===== config.mk =====
export PLATFORM = sky130hd
export DESIGN_NAME = ax_level_governor
export DESIGN_NICKNAME = d
export VERILOG_FILES = /design/src/rtl/ax_level_governor.sv
export SDC_FILE = /design/constraint.sdc
export NUM_CORES = 1
export LEC_CHECK = 0
export BUFFER_PORTS_ARGS = -buffer_cell sky130_fd_sc_hd__buf_4
export CAP_MARGIN = 5
export CELL_PAD_IN_SITES_DETAIL_PLACEMENT = 1
export CELL_PAD_IN_SITES_GLOBAL_PLACEMENT = 1
export CORE_MARGIN = 2
export CORE_UTILIZATION = 44
export CTS_BUF_LIST = sky130_fd_sc_hd__clkbuf_16
export CTS_CLUSTER_DIAMETER = 50
export DETAILED_ROUTE_END_ITERATION = 7
export HOLD_SLACK_MARGIN = 0.06
export PLACE_DENSITY_LB_ADDON = 0.05
export SLEW_MARGIN = 20
export SYNTH_ARGS = -nofsm -noshare
export SYNTH_HDL_FRONTEND = slang
export SYNTH_SLANG_ARGS = --single-unit

===== constraint.sdc =====
create_clock -name clk -period 4.6 [get_ports clk]
set_input_delay 1.38 -clock clk [delete_from_list [all_inputs] [get_ports clk]]
set_output_delay 1.38 -clock clk [all_outputs]
set_load 0.05 [all_outputs]

===== src/rtl/ax_level_governor.sv =====
// Per-channel approximation-level governor: manual/adaptive/exact targets,
// window-based quality evaluation, and a request/acknowledge level handshake.
module ax_level_governor #(
    parameter int NUM_CH  = 4,
    parameter int LEVEL_W = 3,
    parameter int CNT_W   = 16,
    parameter int WINDOW  = 1024,
    localparam int CH_W   = (NUM_CH > 1) ? $clog2(NUM_CH) : 1
) (
    input  logic                      clk,
    input  logic                      rst,
    input  logic                      cfgWe,
    input  logic [CH_W-1:0]           cfgCh,
    input  logic [1:0]                cfgMode,
    input  logic [LEVEL_W-1:0]        cfgLevel,
    input  logic [CNT_W-1:0]          cfgThreshold,
    input  logic [NUM_CH-1:0]         evt,
    input  logic                      forceExact,
    output logic [NUM_CH-1:0]         chgReq,
    input  logic [NUM_CH-1:0]         chgAck,
    output logic [NUM_CH*LEVEL_W-1:0] pendLevel,
    output logic [NUM_CH*LEVEL_W-1:0] axLevel,
    output logic                      windowDone
);

    localparam int WIN_W = $clog2(WINDOW);
    localparam logic [1:0] MODE_ADAPTIVE = 2'd1;
    localparam logic [1:0] MODE_EXACT    = 2'd2;
    localparam logic [LEVEL_W-1:0] LVL_MAX = '1;
    localparam logic [CNT_W-1:0]   CNT_MAX = '1;

    typedef enum logic {IDLE, PEND} state_t;

    logic [WIN_W-1:0] winCnt;

    assign windowDone = (winCnt == WIN_W'(WINDOW - 1));

    always_ff @(posedge clk or negedge rst) begin
        if (!rst) begin
            winCnt <= '0;
        end else begin
            winCnt <= windowDone ? '0 : winCnt + 1'b1;
        end
    end

    for (genvar c = 0; c < NUM_CH; c++) begin : gCh
        logic [CNT_W-1:0]   evtCnt, evalCnt, thresh;
        logic [1:0]         mode, modeNxt;
        logic [LEVEL_W-1:0] manLevel, manNxt, adTgt, adNxt, axLvl, pendLvl, target;
        logic               wrHit;
        state_t             state, stateNxt;

        assign wrHit   = cfgWe && (cfgCh == CH_W'(c));
        assign evalCnt = (evt[c] && (evtCnt != CNT_MAX)) ? evtCnt + 1'b1 : evtCnt;

        // Target is derived from the post-edge configuration so a write or an
        // adaptive step can raise chgReq on the very next cycle.
        always_comb begin
            modeNxt  = mode;
            manNxt   = manLevel;
            adNxt    = adTgt;
            target   = '0;
            stateNxt = state;
            if (wrHit) begin
                modeNxt = cfgMode;
                manNxt  = cfgLevel;
                adNxt   = axLvl;
            end else if (forceExact) begin
                adNxt = axLvl;
            end else if (windowDone && mode == MODE_ADAPTIVE) begin
                if (evalCnt > thresh) begin
                    adNxt = (axLvl == '0) ? axLvl : axLvl - 1'b1;
                end else if (evalCnt == '0) begin
                    adNxt = (axLvl == LVL_MAX) ? axLvl : axLvl + 1'b1;
                end
            end
            if (!forceExact) begin
                case (modeNxt)
                    MODE_ADAPTIVE: target = adNxt;
                    MODE_EXACT:    target = '0;
                    default:       target = manNxt;
                endcase
            end
            case (state)
                IDLE:    if (target != axLvl) stateNxt = PEND;
                PEND:    if (chgAck[c]) stateNxt = IDLE;
                default: stateNxt = IDLE;
            endcase
        end

        always_ff @(posedge clk or negedge rst) begin
            if (!rst) begin
                state <= IDLE;
            end else begin
                state <= stateNxt;
            end
        end

        always_ff @(posedge clk or negedge rst) begin
            if (!rst) begin
                mode     <= '0;
                manLevel <= '0;
                thresh   <= CNT_MAX;
                adTgt    <= '0;
                evtCnt   <= '0;
                axLvl    <= '0;
                pendLvl  <= '0;
            end else begin
                mode     <= modeNxt;
                manLevel <= manNxt;
                adTgt    <= adNxt;
                evtCnt   <= windowDone ? '0 : evalCnt;
                if (wrHit) thresh <= cfgThreshold;
                if (state == IDLE && stateNxt == PEND) pendLvl <= target;
                if (state == PEND && chgAck[c]) axLvl <= pendLvl;
            end
        end

        assign chgReq[c] = (state == PEND);
        assign pendLevel[c*LEVEL_W +: LEVEL_W] = pendLvl;
        assign axLevel[c*LEVEL_W +: LEVEL_W]   = axLvl;
    end

endmodule


==> impl_results.md <==
* Area Overhead vs Synth at 28.6%
* CTS tree: yes
* Synth Flop Type: dfrtp_1
* Vias/cell at about 5.7
* Die Height at approximately 180 um
* Inserted Diodes at 0
* Power density cells at about 500 mW/mm^2
* Slowest cell on the critical path: a2111oi_4
* Post-detail-place hpwl at 30100 um
* H-tree levels at 4
* Clock Power Share at a little under a fifth
* Internal power at slightly below 5000 uW
* Async SR Flop Fraction at 100%
* Synth cell types at 94
* Status: finished with violations
* Initial Utilization at around 45%
* Final period utilization at 103%
* Avg Inst Size Synth at roughly 9.2 sq um
* Final Util at between 50% and 60%
* Slowest stage delay, CP at between 300 and 400 ps
* Die width at approximately 180 um
* Min Tclk post-route at approximately 4700 ps
* Maximum resistive drop on vdd at approximately 0.0004 V
* Hold Fails Final Rpt at 0
* EDFF count, synth at 0
* Area after DPL at between 0.015 and 0.02 sq mm
* Sw Ratio at between 40% and 50%
* Gate power share at roughly half
* FF+latch count, synth at about 200
* Failing checks: setup timing
* Syn_nets at approximately 1600
* Setup slack after layout at -131 ps
* Commonest non-fill, non-tap cell in the layout: buf_4
* Nets@finish at 1771
* Max Freq at about 0.21 GHz
* Clock-pin slew on the worst setup and hold paths at approximately 80 ps
* Initial antenna violation count at 0
* Vias in the first global route at ~12000
* Commonest cells after routing, fill and taps aside: buf_4 (256), dfrtp_1 (133), inv_1 (118)
* I/O Pins at 64
* Sequential area share after synthesis at 38.2%
* Relative slew slack at ~15%
* Endpoints failing setup at 6
* Placed cells at roughly 2000
* Post-Synthesis Cells at between 1000 and 1500
* Die ar. at about 0.031 sq mm
* Filler cell count at between 3000 and 4000
* Buffers & Inverters on Critical Path at 3
* Fin area at 0.0170 sq mm
* Switch Pwr at ~3500 uW
* Crit path required time at just under 5000 ps
* Leakage at ~0.0077 uW
* Global route overflow at 0
* Total track usage at between 20% and 30%
* Port buffer count at 63
* Synth Cell Area at about 0.013 sq mm
* Worst path depth at 16
* Clk sink count at 198
* Yosys warnings at 0
* Clock buffer depth at 2
* Drt total wl at ~41000 um
* Final Max Tran Viols at 0
* Hold Path Class: reg -> reg
* Row cnt at 63
* Clock skew at 14.5 ps
* GP Congestion at a little under 0.9
* Hold_buf cts at 0
* Core area at ~0.03 sq mm
* Pin count of the biggest net entering global routing at 77
* Clock tree root driver cell: clkbuf_16
* Drc violations at 0
* Layout cells sized above 1 at between 30% and 40%
* Max-Cap Viols at 0
* Iter 0 DRT Violations at roughly 600
* Later-pin clock latency in the skew report at roughly 450 ps
* Unrepaired setup endpoints after global routing: yes
* CTS Buf Count at 17
* CP Launch Type: input pin
* CP Capture Type: flip-flop
* Antenna violation net count after detailed routing at 0
* Sequential Power Share at between 30% and 40%
* DR vias at about 12000
* Hold path depth at 1
* Layout Cells excl Fill at 2054
* Global-route wire length before repair at ~65000 um
* Worst EP arrival at between 5000 and 6000 ps
* WL per Instance at between 20 and 25 um
* CP Class: in -> reg
* First drt pass iteration count at 4
* FF-to-FF path depth at 19
* Slew of the pin with the lowest slew margin at 1270 ps
* CP delay by family, top: multiplexers
* Critical-path cell list: buf_8, and4_4, and4_4, mux2i_2, inv_1, ha_1, nand4_1, or3_4, a21o_1, a2111oi_4, a311oi_1, mux2i_1, mux2_4, o41ai_4, buf_4, mux2_4
* CP Max Fanout at 3
[through the flow]
stage          total power, uW  hold slack [ps]  setup WS (ps)  setup TNS [ps]
2_1_floorplan             5070              439           -243            -861
3_3_place_gp              6280              455           -534           -6180
3_5_place_dp              6440              461           -625           -7990
4_1_cts                   8160              477           -136            -604
5_1_grt                   8900              504           -249           -1430
6_report                  8340              476           -131            -466
[power groups by stage]
stage | Combinational [uW] | Sequential [uW] | Clock, uW
after global placement | 3640 | 2640 | 0
after floorplan | 2300 | 2770 | 0
after global routing | 4450 | 2730 | 1710
after CTS | 3880 | 2640 | 1630
after detailed placement | 3770 | 2670 | 0
final | 4080 | 2660 | 1600
[state kept, by name, summed over array words and instances (netlist names)]
register      cells
gCh.adTgt        12
gCh.axLvl        12
gCh.evtCnt       64
gCh.manLevel     12
gCh.mode          8
gCh.pendLvl      12
gCh.state         4
gCh.thresh       64
winCnt           10
[synth_stat cells (6+ instances only)]
master,count,share of area [%]
dfrtp_1,134,25
buf_4,6,0.34
nand3b_1,9,0.51
inv_1,116,3.3
mux2_2,61,5.2
and2_1,53,2.5
a211oi_1,10,0.57
or4_1,7,0.40
ha_1,85,8.1
nor4_1,21,1.0
buf_2,10,0.38
a21oi_1,48,1.8
xnor2_1,29,1.9
nand2_1,114,3.2
mux2i_1,32,2.4
dfstp_2,64,13
a31oi_1,16,0.76
a21o_1,11,0.63
o21ai_0,77,2.9
mux2_1,9,0.77
or3_1,10,0.47
o2111ai_1,7,0.46
clkbuf_1,39,1.1
xor2_1,28,1.9
nor3b_1,8,0.46
o21a_1,9,0.51
and3_1,20,0.95
nor2b_1,6,0.28
nor2_1,104,3.0
nor3_1,36,1.4
nand2b_1,15,0.71
nand4_1,41,1.9
and4_1,11,0.73
nand3_1,51,1.9
o22ai_1,11,0.52
[final timing paths]
check,from,slack [ps],to
max in group asynchronous,rst,2700,gCh[3].state$_DFF_PN0_
max reg2reg,gCh[0].evtCnt[0]$_DFF_PN0_,-60,gCh[0].pendLvl[1]$_DFFE_PN0P_
max,evt[0],-130,gCh[0].pendLvl[1]$_DFFE_PN0P_
min,winCnt[4]$_DFF_PN0_,480,winCnt[4]$_DFF_PN0_
min reg2reg,winCnt[4]$_DFF_PN0_,480,winCnt[4]$_DFF_PN0_
min in group asynchronous,rst,940,gCh[1].evtCnt[0]$_DFF_PN0_
[layer usage]
layer  vias to the layer above  routed length [um]  global-route usage, %
li1                       5564                   -                      -
met5                         -                   0                      0
met1                      6021               19000                   35.2
met2                       178               20600                   44.9
met4                         0                 487                   5.75
met3                        34                1150                   3.37
[cell families (layout without fill, tap and decap cells)]
kind of cell,Yosys count,after routing,share of synthesized area [%]
XOR/XNOR,57,57,3.78
AO/OA/AOI/OAI,273,273,14.2
adder cells (fa/ha/maj),85,85,8.06
AND/OR/NAND/NOR,537,537,21.9
flip-flops,198,198,38.2
multiplexers,102,102,8.40
buffers and inverters,181,412,5.50
[timing repair]
action                     CTS  global route
resized for setup           23           105
setup endpoints to repair   10            15
cloned                       0             0
pin swaps                   13            55
setup buffers                8            17
[final cells by class]
cell class                 instances  area (sq um)  area share, %
clock buffer                      17           425           2.51
clock inverter                    15           176           1.04
inverter                         117           439           2.59
multi-input combinational       1054          8360           49.3
sequential                       198          5040           29.7
tap                              390           488           2.88
timing repair buffer             263          2040           12.0
Power figures use the tool's default switching activity.
